## src/rtl/decode_pkg.sv

```systemverilog
// Shared definitions for the RV32I decode stage.
// Contents: opcode constants, ALU operation codes, the ID/EX control bundle
// (id_ex_ctrl_t) with its NOP value, and the operand-usage helpers used by the
// load-use hazard check.
package decode_pkg;

    localparam logic [6:0] OPC_LUI    = 7'b0110111;
    localparam logic [6:0] OPC_AUIPC  = 7'b0010111;
    localparam logic [6:0] OPC_JAL    = 7'b1101111;
    localparam logic [6:0] OPC_JALR   = 7'b1100111;
    localparam logic [6:0] OPC_BRANCH = 7'b1100011;
    localparam logic [6:0] OPC_LOAD   = 7'b0000011;
    localparam logic [6:0] OPC_STORE  = 7'b0100011;
    localparam logic [6:0] OPC_OP_IMM = 7'b0010011;
    localparam logic [6:0] OPC_OP     = 7'b0110011;

    localparam logic [3:0] ALU_ADD    = 4'd0;
    localparam logic [3:0] ALU_SUB    = 4'd1;
    localparam logic [3:0] ALU_SLL    = 4'd2;
    localparam logic [3:0] ALU_SLT    = 4'd3;
    localparam logic [3:0] ALU_SLTU   = 4'd4;
    localparam logic [3:0] ALU_XOR    = 4'd5;
    localparam logic [3:0] ALU_SRL    = 4'd6;
    localparam logic [3:0] ALU_SRA    = 4'd7;
    localparam logic [3:0] ALU_OR     = 4'd8;
    localparam logic [3:0] ALU_AND    = 4'd9;
    localparam logic [3:0] ALU_PASS_B = 4'd10;

    // alu_src_a: 0 = rs1, 1 = pc.  alu_src_b: 0 = rs2, 1 = imm.
    // result_src: 0 = ALU, 1 = memory, 2 = pc+4.  pc_target_src: 0 = pc+imm, 1 = rs1+imm.
    typedef struct packed {
        logic [3:0] alu_control;
        logic       alu_src_a;
        logic       alu_src_b;
        logic [1:0] result_src;
        logic       mem_read;
        logic       mem_write;
        logic       reg_write;
        logic [1:0] mem_size;
        logic       mem_signed;
        logic       branch;
        logic       jump;
        logic       pc_target_src;
    } id_ex_ctrl_t;

    localparam id_ex_ctrl_t CTRL_NOP = '0;

    // Unknown opcodes decode as NOP, so they read no operands.
    function automatic logic uses_rs1(input logic [6:0] opcode);
        case (opcode)
            OPC_OP, OPC_OP_IMM, OPC_LOAD, OPC_STORE, OPC_BRANCH, OPC_JALR: return 1'b1;
            default: return 1'b0;
        endcase
    endfunction

    function automatic logic uses_rs2(input logic [6:0] opcode);
        case (opcode)
            OPC_OP, OPC_STORE, OPC_BRANCH: return 1'b1;
            default: return 1'b0;
        endcase
    endfunction

endpackage

```

## src/rtl/decode_stage_if.sv

```systemverilog
// IF/ID, flush/stall, write-back and ID/EX signals of the decode stage.
// master: the surrounding pipeline (drives IF/ID, flush, ext_stall, WB).
// slave:  the decode stage (drives stall_req, ex_* and a0).
interface decode_stage_if
    import decode_pkg::*;
#(
    parameter int DATA_WIDTH = 32,
    parameter int REG_COUNT  = 32
);
    localparam int REG_ADDR_W = $clog2(REG_COUNT);

    logic                  if_valid;
    logic [DATA_WIDTH-1:0] if_instr;
    logic [DATA_WIDTH-1:0] if_pc;
    logic                  flush;
    logic                  ext_stall;
    logic                  wb_we;
    logic [REG_ADDR_W-1:0] wb_rd;
    logic [DATA_WIDTH-1:0] wb_data;
    logic                  stall_req;
    logic                  ex_valid;
    logic [DATA_WIDTH-1:0] ex_pc;
    logic [DATA_WIDTH-1:0] ex_rs1_data;
    logic [DATA_WIDTH-1:0] ex_rs2_data;
    logic [REG_ADDR_W-1:0] ex_rs1;
    logic [REG_ADDR_W-1:0] ex_rs2;
    logic [REG_ADDR_W-1:0] ex_rd;
    logic [DATA_WIDTH-1:0] ex_imm;
    id_ex_ctrl_t           ex_ctrl;
    logic [DATA_WIDTH-1:0] a0;

    modport master (
        output if_valid, if_instr, if_pc, flush, ext_stall, wb_we, wb_rd, wb_data,
        input  stall_req, ex_valid, ex_pc, ex_rs1_data, ex_rs2_data,
               ex_rs1, ex_rs2, ex_rd, ex_imm, ex_ctrl, a0
    );

    modport slave (
        input  if_valid, if_instr, if_pc, flush, ext_stall, wb_we, wb_rd, wb_data,
        output stall_req, ex_valid, ex_pc, ex_rs1_data, ex_rs2_data,
               ex_rs1, ex_rs2, ex_rd, ex_imm, ex_ctrl, a0
    );
endinterface

```

## src/rtl/control_unit.sv

```systemverilog
// Main control decoder: maps opcode/funct3/funct7[5] to the ID/EX control
// bundle. Ports: opcode, funct3, funct7_5 in; ctrl out (CTRL_NOP for unknown
// opcodes).
module control_unit
    import decode_pkg::*;
(
    input  logic [6:0]  opcode,
    input  logic [2:0]  funct3,
    input  logic        funct7_5,
    output id_ex_ctrl_t ctrl
);
    function automatic logic [3:0] alu_op(input logic [2:0] f3, input logic alt);
        case (f3)
            3'b000:  return alt ? ALU_SUB : ALU_ADD;
            3'b001:  return ALU_SLL;
            3'b010:  return ALU_SLT;
            3'b011:  return ALU_SLTU;
            3'b100:  return ALU_XOR;
            3'b101:  return alt ? ALU_SRA : ALU_SRL;
            3'b110:  return ALU_OR;
            default: return ALU_AND;
        endcase
    endfunction

    always_comb begin
        ctrl = CTRL_NOP;
        case (opcode)
            OPC_OP: begin
                ctrl.reg_write   = 1'b1;
                ctrl.alu_control = alu_op(funct3, funct7_5);
            end
            OPC_OP_IMM: begin
                ctrl.reg_write   = 1'b1;
                ctrl.alu_src_b   = 1'b1;
                // funct7[5] only selects SRAI; ADDI has no subtract form.
                ctrl.alu_control = alu_op(funct3, funct3 == 3'b101 && funct7_5);
            end
            OPC_LOAD: begin
                ctrl.reg_write  = 1'b1;
                ctrl.mem_read   = 1'b1;
                ctrl.alu_src_b  = 1'b1;
                ctrl.result_src = 2'd1;
                ctrl.mem_size   = funct3[1:0];
                ctrl.mem_signed = ~funct3[2];
            end
            OPC_STORE: begin
                ctrl.mem_write = 1'b1;
                ctrl.alu_src_b = 1'b1;
                ctrl.mem_size  = funct3[1:0];
            end
            OPC_BRANCH: begin
                ctrl.branch      = 1'b1;
                ctrl.alu_control = (funct3[2:1] == 2'b10) ? ALU_SLT :
                                   (funct3[2:1] == 2'b11) ? ALU_SLTU : ALU_SUB;
            end
            OPC_JAL: begin
                ctrl.reg_write  = 1'b1;
                ctrl.jump       = 1'b1;
                ctrl.result_src = 2'd2;
            end
            OPC_JALR: begin
                ctrl.reg_write     = 1'b1;
                ctrl.jump          = 1'b1;
                ctrl.result_src    = 2'd2;
                ctrl.alu_src_b     = 1'b1;
                ctrl.pc_target_src = 1'b1;
            end
            OPC_LUI: begin
                ctrl.reg_write   = 1'b1;
                ctrl.alu_src_b   = 1'b1;
                ctrl.alu_control = ALU_PASS_B;
            end
            OPC_AUIPC: begin
                ctrl.reg_write = 1'b1;
                ctrl.alu_src_a = 1'b1;
                ctrl.alu_src_b = 1'b1;
            end
            default: ;
        endcase
    end
endmodule

```

## src/rtl/regfile_bypass.sv

```systemverilog
// Architectural register file with two read ports, one write port,
// write-first bypass and a tap of register A0_INDEX.
// Ports: clk, rst (sync, active-high, clears all registers), we/waddr/wdata
// (write port), raddr1/raddr2 -> rdata1/rdata2 (bypassed reads), a0 (stored
// value of register A0_INDEX, not bypassed).
module regfile_bypass #(
    parameter int  DATA_WIDTH = 32,
    parameter int  REG_COUNT  = 32,
    parameter int  A0_INDEX   = 10,
    localparam int REG_ADDR_W = $clog2(REG_COUNT)
) (
    input  logic                  clk,
    input  logic                  rst,
    input  logic                  we,
    input  logic [REG_ADDR_W-1:0] waddr,
    input  logic [DATA_WIDTH-1:0] wdata,
    input  logic [REG_ADDR_W-1:0] raddr1,
    input  logic [REG_ADDR_W-1:0] raddr2,
    output logic [DATA_WIDTH-1:0] rdata1,
    output logic [DATA_WIDTH-1:0] rdata2,
    output logic [DATA_WIDTH-1:0] a0
);
    logic [DATA_WIDTH-1:0] regs_q [REG_COUNT];
    logic [DATA_WIDTH-1:0] regs_d [REG_COUNT];

    always_comb begin
        regs_d = regs_q;
        if (we && waddr != '0) regs_d[waddr] = wdata;
    end

    always_ff @(posedge clk) begin
        if (rst) regs_q <= '{default: '0};
        else     regs_q <= regs_d;
    end

    // x0 override comes last so a write-back aimed at x0 never leaks through the bypass.
    always_comb begin
        rdata1 = regs_q[raddr1];
        if (we && waddr == raddr1) rdata1 = wdata;
        if (raddr1 == '0) rdata1 = '0;
        rdata2 = regs_q[raddr2];
        if (we && waddr == raddr2) rdata2 = wdata;
        if (raddr2 == '0) rdata2 = '0;
    end

    assign a0 = regs_q[A0_INDEX];
endmodule

```

## src/rtl/sign_extend.sv

```systemverilog
// Immediate generator: extracts and sign-extends the I/S/B/U/J immediate
// selected by the opcode. Ports: instr in, imm out (0 for formats without one).
module sign_extend
    import decode_pkg::*;
(
    input  logic [31:0] instr,
    output logic [31:0] imm
);
    always_comb begin
        imm = '0;
        case (instr[6:0])
            OPC_OP_IMM, OPC_LOAD, OPC_JALR:
                imm = {{20{instr[31]}}, instr[31:20]};
            OPC_STORE:
                imm = {{20{instr[31]}}, instr[31:25], instr[11:7]};
            OPC_BRANCH:
                imm = {{19{instr[31]}}, instr[31], instr[7], instr[30:25], instr[11:8], 1'b0};
            OPC_LUI, OPC_AUIPC:
                imm = {instr[31:12], 12'h000};
            OPC_JAL:
                imm = {{11{instr[31]}}, instr[31], instr[19:12], instr[20], instr[30:21], 1'b0};
            default: ;
        endcase
    end
endmodule

```

## src/rtl/decode_stage.sv

```systemverilog
// RV32I instruction-decode stage: decodes IF/ID, reads bypassed operands,
// raises stall_req on a load-use hazard and holds the ID/EX register.
// Ports: clk, rst (sync, active-high), io (decode_stage_if.slave): IF/ID in,
// flush/ext_stall in, write-back in, stall_req/ex_*/a0 out.
module decode_stage
    import decode_pkg::*;
#(
    parameter int DATA_WIDTH = 32,
    parameter int REG_COUNT  = 32,
    parameter int A0_INDEX   = 10
) (
    input logic           clk,
    input logic           rst,
    decode_stage_if.slave io
);
    localparam int REG_ADDR_W = $clog2(REG_COUNT);

    logic [31:0]           instr;
    logic [REG_ADDR_W-1:0] rs1, rs2, rd;
    logic [31:0]           imm32;
    id_ex_ctrl_t           dec_ctrl;
    logic [DATA_WIDTH-1:0] rs1_data, rs2_data;
    logic                  stall_req;

    logic                  ex_valid_q, ex_valid_d;
    logic [DATA_WIDTH-1:0] ex_pc_q, ex_pc_d;
    logic [DATA_WIDTH-1:0] ex_rs1_data_q, ex_rs1_data_d;
    logic [DATA_WIDTH-1:0] ex_rs2_data_q, ex_rs2_data_d;
    logic [REG_ADDR_W-1:0] ex_rs1_q, ex_rs1_d, ex_rs2_q, ex_rs2_d, ex_rd_q, ex_rd_d;
    logic [DATA_WIDTH-1:0] ex_imm_q, ex_imm_d;
    id_ex_ctrl_t           ex_ctrl_q, ex_ctrl_d;

    assign instr = io.if_instr[31:0];
    assign rs1   = instr[15 +: REG_ADDR_W];
    assign rs2   = instr[20 +: REG_ADDR_W];
    assign rd    = instr[7 +: REG_ADDR_W];

    control_unit u_ctrl (
        .opcode   (instr[6:0]),
        .funct3   (instr[14:12]),
        .funct7_5 (instr[30]),
        .ctrl     (dec_ctrl)
    );

    sign_extend u_sext (
        .instr (instr),
        .imm   (imm32)
    );

    regfile_bypass #(
        .DATA_WIDTH (DATA_WIDTH),
        .REG_COUNT  (REG_COUNT),
        .A0_INDEX   (A0_INDEX)
    ) u_rf (
        .clk    (clk),
        .rst    (rst),
        .we     (io.wb_we),
        .waddr  (io.wb_rd),
        .wdata  (io.wb_data),
        .raddr1 (rs1),
        .raddr2 (rs2),
        .rdata1 (rs1_data),
        .rdata2 (rs2_data),
        .a0     (io.a0)
    );

    // A load in EX whose destination feeds an operand this instruction actually reads.
    assign stall_req = ex_valid_q && ex_ctrl_q.mem_read && (ex_rd_q != '0) && io.if_valid &&
                       ((uses_rs1(instr[6:0]) && ex_rd_q == rs1) ||
                        (uses_rs2(instr[6:0]) && ex_rd_q == rs2));

    always_comb begin
        ex_valid_d    = ex_valid_q;
        ex_pc_d       = ex_pc_q;
        ex_rs1_data_d = ex_rs1_data_q;
        ex_rs2_data_d = ex_rs2_data_q;
        ex_rs1_d      = ex_rs1_q;
        ex_rs2_d      = ex_rs2_q;
        ex_rd_d       = ex_rd_q;
        ex_imm_d      = ex_imm_q;
        ex_ctrl_d     = ex_ctrl_q;
        if (io.flush) begin
            ex_valid_d = 1'b0;
            ex_ctrl_d  = CTRL_NOP;
        end else if (io.ext_stall) begin
            // hold everything
        end else if (stall_req) begin
            ex_valid_d = 1'b0;
            ex_ctrl_d  = CTRL_NOP;
        end else begin
            ex_valid_d    = io.if_valid;
            ex_pc_d       = io.if_pc;
            ex_rs1_data_d = rs1_data;
            ex_rs2_data_d = rs2_data;
            ex_rs1_d      = rs1;
            ex_rs2_d      = rs2;
            ex_rd_d       = rd;
            ex_imm_d      = DATA_WIDTH'($signed(imm32));
            ex_ctrl_d     = io.if_valid ? dec_ctrl : CTRL_NOP;
        end
    end

    always_ff @(posedge clk) begin
        if (rst) begin
            ex_valid_q    <= 1'b0;
            ex_pc_q       <= '0;
            ex_rs1_data_q <= '0;
            ex_rs2_data_q <= '0;
            ex_rs1_q      <= '0;
            ex_rs2_q      <= '0;
            ex_rd_q       <= '0;
            ex_imm_q      <= '0;
            ex_ctrl_q     <= CTRL_NOP;
        end else begin
            ex_valid_q    <= ex_valid_d;
            ex_pc_q       <= ex_pc_d;
            ex_rs1_data_q <= ex_rs1_data_d;
            ex_rs2_data_q <= ex_rs2_data_d;
            ex_rs1_q      <= ex_rs1_d;
            ex_rs2_q      <= ex_rs2_d;
            ex_rd_q       <= ex_rd_d;
            ex_imm_q      <= ex_imm_d;
            ex_ctrl_q     <= ex_ctrl_d;
        end
    end

    assign io.stall_req   = stall_req;
    assign io.ex_valid    = ex_valid_q;
    assign io.ex_pc       = ex_pc_q;
    assign io.ex_rs1_data = ex_rs1_data_q;
    assign io.ex_rs2_data = ex_rs2_data_q;
    assign io.ex_rs1      = ex_rs1_q;
    assign io.ex_rs2      = ex_rs2_q;
    assign io.ex_rd       = ex_rd_q;
    assign io.ex_imm      = ex_imm_q;
    assign io.ex_ctrl     = ex_ctrl_q;
endmodule

```

## src/flat_wrapper.sv

```systemverilog
// flat-port wrapper written by rule: the top's interface ports become plain ports
module decode_stage_flat import decode_pkg::*;
#(
    parameter int DATA_WIDTH = 32,
    parameter int REG_COUNT  = 32,
    parameter int A0_INDEX   = 10
)
  (clk, rst, io_if_valid, io_if_instr, io_if_pc, io_flush, io_ext_stall, io_wb_we, io_wb_rd, io_wb_data, io_stall_req, io_ex_valid, io_ex_pc, io_ex_rs1_data, io_ex_rs2_data, io_ex_rs1, io_ex_rs2, io_ex_rd, io_ex_imm, io_ex_ctrl, io_a0);
  decode_stage_if #(.DATA_WIDTH(DATA_WIDTH), .REG_COUNT(REG_COUNT)) io_i ();
  input logic clk;
  input logic rst;
  input wire logic [$bits(io_i.if_valid)-1:0] io_if_valid;
  input wire logic [$bits(io_i.if_instr)-1:0] io_if_instr;
  input wire logic [$bits(io_i.if_pc)-1:0] io_if_pc;
  input wire logic [$bits(io_i.flush)-1:0] io_flush;
  input wire logic [$bits(io_i.ext_stall)-1:0] io_ext_stall;
  input wire logic [$bits(io_i.wb_we)-1:0] io_wb_we;
  input wire logic [$bits(io_i.wb_rd)-1:0] io_wb_rd;
  input wire logic [$bits(io_i.wb_data)-1:0] io_wb_data;
  output wire logic [$bits(io_i.stall_req)-1:0] io_stall_req;
  output wire logic [$bits(io_i.ex_valid)-1:0] io_ex_valid;
  output wire logic [$bits(io_i.ex_pc)-1:0] io_ex_pc;
  output wire logic [$bits(io_i.ex_rs1_data)-1:0] io_ex_rs1_data;
  output wire logic [$bits(io_i.ex_rs2_data)-1:0] io_ex_rs2_data;
  output wire logic [$bits(io_i.ex_rs1)-1:0] io_ex_rs1;
  output wire logic [$bits(io_i.ex_rs2)-1:0] io_ex_rs2;
  output wire logic [$bits(io_i.ex_rd)-1:0] io_ex_rd;
  output wire logic [$bits(io_i.ex_imm)-1:0] io_ex_imm;
  output wire logic [$bits(io_i.ex_ctrl)-1:0] io_ex_ctrl;
  output wire logic [$bits(io_i.a0)-1:0] io_a0;
  assign io_i.if_valid = io_if_valid;
  assign io_i.if_instr = io_if_instr;
  assign io_i.if_pc = io_if_pc;
  assign io_i.flush = io_flush;
  assign io_i.ext_stall = io_ext_stall;
  assign io_i.wb_we = io_wb_we;
  assign io_i.wb_rd = io_wb_rd;
  assign io_i.wb_data = io_wb_data;
  assign io_stall_req = io_i.stall_req;
  assign io_ex_valid = io_i.ex_valid;
  assign io_ex_pc = io_i.ex_pc;
  assign io_ex_rs1_data = io_i.ex_rs1_data;
  assign io_ex_rs2_data = io_i.ex_rs2_data;
  assign io_ex_rs1 = io_i.ex_rs1;
  assign io_ex_rs2 = io_i.ex_rs2;
  assign io_ex_rd = io_i.ex_rd;
  assign io_ex_imm = io_i.ex_imm;
  assign io_ex_ctrl = io_i.ex_ctrl;
  assign io_a0 = io_i.a0;
  decode_stage #(.DATA_WIDTH(DATA_WIDTH), .REG_COUNT(REG_COUNT), .A0_INDEX(A0_INDEX)) u_core (.clk(clk), .rst(rst), .io(io_i));
endmodule
```

## config.mk

```make
export PLATFORM = sky130hd
export DESIGN_NAME = decode_stage_flat
export DESIGN_NICKNAME = d
export VERILOG_FILES = /design/src/rtl/decode_pkg.sv /design/src/rtl/decode_stage_if.sv /design/src/rtl/control_unit.sv /design/src/rtl/regfile_bypass.sv /design/src/rtl/sign_extend.sv /design/src/rtl/decode_stage.sv /design/src/flat_wrapper.sv
export SDC_FILE = /design/constraint.sdc
export NUM_CORES = 2
export LEC_CHECK = 0
export CORE_AREA = 2 2 230 458
export CTS_CLUSTER_DIAMETER = 30
export DETAILED_ROUTE_END_ITERATION = 8
export DIE_AREA = 0 0 232 460
export PLACE_DENSITY = 0.8
export SLEW_MARGIN = 25
export SYNTH_ARGS = -nofsm -noshare
export SYNTH_HDL_FRONTEND = slang
export SYNTH_SLANG_ARGS = --single-unit
```

## constraint.sdc

```tcl
create_clock -name clk -period 3 [get_ports clk]
set_input_delay 0.3 -clock clk [delete_from_list [all_inputs] [get_ports clk]]
set_output_delay 0.3 -clock clk [all_outputs]
set_load 0.02 [all_outputs]
```

==> metrics <==
worst hold path type input pin to flip-flop; RR Startpoint u_core.io.ex_rd[0]; Slew HR 26.7%; RD Place Congestion 0.976; DR DRC count 7; vias in the first global route 57401; EDFF count, synth 0; area occupied by multi-input gates 31500 um2; Setup CP Type flip-flop to output port; P per Cell Area 539 nW/um2; Cell Int Power 27.0 mW; CTS tree built; max frequency 353 MHz; R2R depth 6; area of the mapped netlist 58300 um2; drt pass-1 iters 9; vias per cell 7.18; layout cells sized above 1 16.9%; first-pass GRT wire length 358 mm; Die Span Y 460 um; quantity of I/O buffers inserted on ports 300; CTS Sinks 1184; Final Hold Viols 0; post-synth cell types 64; floorplan core area 103000 um2; DIE AREA 107000 um2; # Max-Cap Violations 0; hpwl dp 151 mm; min cycle time layout 2.84 ns; CP endpoint kind output port; largest net degree at the start of global routing 150; largest fanout on the critical path 5; post-synthesis sequential area ratio 40.7%; grt peak-use layer met2; Util after Layout 66.0%; Worst Max-Slew Pin Slew 1.09 ns; Net Sw Power 9.79 mW; Leakage 22.2 nW; Hold EP u_core.u_rf.a0[6]; GRT overflow 0; post-synthesis async set-or-reset flop share 0%; H-tree Lvls 4; post-DR wirelength/cell 30.3 um; Synth Flop Type dfxtp_1; setup TNS after final layout 0 ns; met3 Usage GRT 17.3%; failing checks DRC; Fillers 7819; Seq pwr share 43.6%; worst hold stages 2; antenna viol nets, final 0; design area 68200 um2; register bit total from synthesis 1184; combinational power share 9.6%; status complete, but fails checks; Routed WL 247 mm; GRT met1 Usage 48.9%; Startpoint Class flip-flop; initial antenna violation count 24; reg2reg setup slack 0.37 ns; Setup Skew 0.0373 ns; CTS Buffer Depth 3; die width 232 um; hold_sp rst; Initial Utilization 56.4%; Sequential cell area 23700 um2; Warnings, synthesis 0; Post-Place Cell Area 63600 um2; period utilisation layout 94.5%; RSZ-0062 raised after global routing false; clk slew on worst S/H paths 0.06 ns; syn_nets 6796; CTS Buf Count 133; Root Buffer clkbuf_16; First DRT Iteration DRCs 10509; Area growth, synth to finish 17.0%; Syn Area/Cell 8.71 um2; # setup viols final 0; Gate Count Post-Synth 6689; met2 Use GR 67.6%; fin nets 6815; final setup margin 0.164 ns; Via Count 58741; cts hold-fix bufs 0; Top Ports 301; worst skew pair latency 0.77 ns; clock network power share 46.8%; peak supply drop 0.000662 V; reg2reg end u_core.io.ex_imm[17]; worst path arrival time 2.54 ns; row count 167; Worst Setup Slack post-DPL 0.151 ns; Final Max Tran Viols 0; WP data required 2.70 ns; Total Routing Usage GR 45.5%; Sw Ratio 26.6%
==> worst max-delay path by stage <==
stage,from,endpoint,cells after the start
2_1_floorplan,io_if_instr[15],u_core.io.ex_rs1_data[21],9
3_3_place_gp,io_if_instr[1],io_stall_req,8
3_5_place_dp,io_if_instr[3],u_core.io.ex_imm[17],9
4_1_cts,u_core.io.ex_rd[1],io_stall_req,7
5_1_grt,u_core.io.ex_rd[1],io_stall_req,7
6_report,u_core.io.ex_rd[1],io_stall_req,7
==> area by class of cell <==
class                   count  area share (%)
multi-input cells        4689            46.1
flip-flops and latches   1184            34.7
repair buffers            634            9.53
clock buffers             158            5.26
well taps                1352            2.48
clock inverters            78            1.43
inverters                  66           0.363
diodes                     15          0.0550
==> cell families after synthesis <==
| kind of cell | synth area share (%) |
|---|---|
| and+or+nand+nor | 16.6 |
| AOI/OAI and AO/OA | 16.4 |
| DFF | 40.7 |
| buffers and inverters | 5.90 |
| muxes | 20.1 |
| xor gates and xnor gates | 0.301 |
==> cell usage after synthesis, types with 63 or more instances <==
library cell  number  share of area, %
nor3_1            63              0.54
clkbuf_1         547               3.5
buf_2             99              0.85
a21oi_1         1148               9.9
mux4_2           479                19
inv_1             65              0.42
nand2_1         2096                13
o21ai_0           75              0.64
nand3_1           71              0.61
dfxtp_1         1184                41
nor2_1           101              0.65
a22oi_1          202               2.6
mux2i_1           82               1.4
==> placed cells by master, fill, tap and decap left out, types with 69 or more instances in the layout <==
master,n
nand2_1,2089
dfxtp_1,1182
a21oi_1,1148
mux4_2,479
clkdlybuf4s50_1,289
buf_4,257
a22oi_1,202
clkbuf_16,136
mux2i_1,82
buf_12,78
o21ai_0,75
nand3_1,70
nor2_1,69
==> critical path, cell delays in order, from the launching register on <==
cell           delay [ns]
dfxtp_1              0.46
xnor2_1              0.17
nand2_1              0.12
o32ai_1              0.30
buf_4                0.18
a21oi_1              0.08
nor2_1               0.12
dlygate4sd2_1        0.35
==> stage by stage <==
step | cells | hold WS (ns) | total power [mW]
6_report | 8176 | 0.0458 | 36.8
5_1_grt | 8163 | 0.116 | 37.3
4_1_cts | 8161 | 0.0648 | 36.5
3_5_place_dp | 7925 | 0.440 | 19.7
3_3_place_gp | 7925 | 0.433 | 19.7
2_1_floorplan | 6689 | 0.436 | 18.3
==> power groups by stage <==
stage / clock, mW / combinational [mW] / sequential, mW
3_3_place_gp: 0 / 3.28 / 16.4
2_1_floorplan: 0 / 1.83 / 16.4
3_5_place_dp: 0 / 3.32 / 16.4
4_1_cts: 17.1 / 3.34 / 16.0
6_report: 17.2 / 3.53 / 16.1
5_1_grt: 17.7 / 3.59 / 16.1
==> sequential cells by signal (all words and copies together), names as in the netlist <==
name	cells
u_core.u_rf.regs_q	992
u_core.io.ex_imm	32
u_core.io.ex_pc	32
u_core.io.ex_rs1_data	32
u_core.io.ex_rs2_data	32
u_core.u_rf.a0	32
u_core.io.ex_ctrl	16
u_core.io.ex_rd	5
u_core.io.ex_rs1	5
u_core.io.ex_rs2	5
u_core.io.ex_valid	1
==> timing repair <==
| item | CTS | global route |
|---|---|---|
| gates resized for setup | 3 | 0 |
| buffers inserted | 0 | 0 |
| endpoints found under the setup margin | 1 | 0 |
==> per-layer routing <==
| metal | share of wire, % | vias up |
|---|---|---|
| met5 | 0.083 | - |
| met4 | 12 | 16 |
| met3 | 16 | 2235 |
| met2 | 43 | 5795 |
| met1 | 29 | 27248 |
| li1 | - | 23447 |
(Power assumes the default switching activity.)
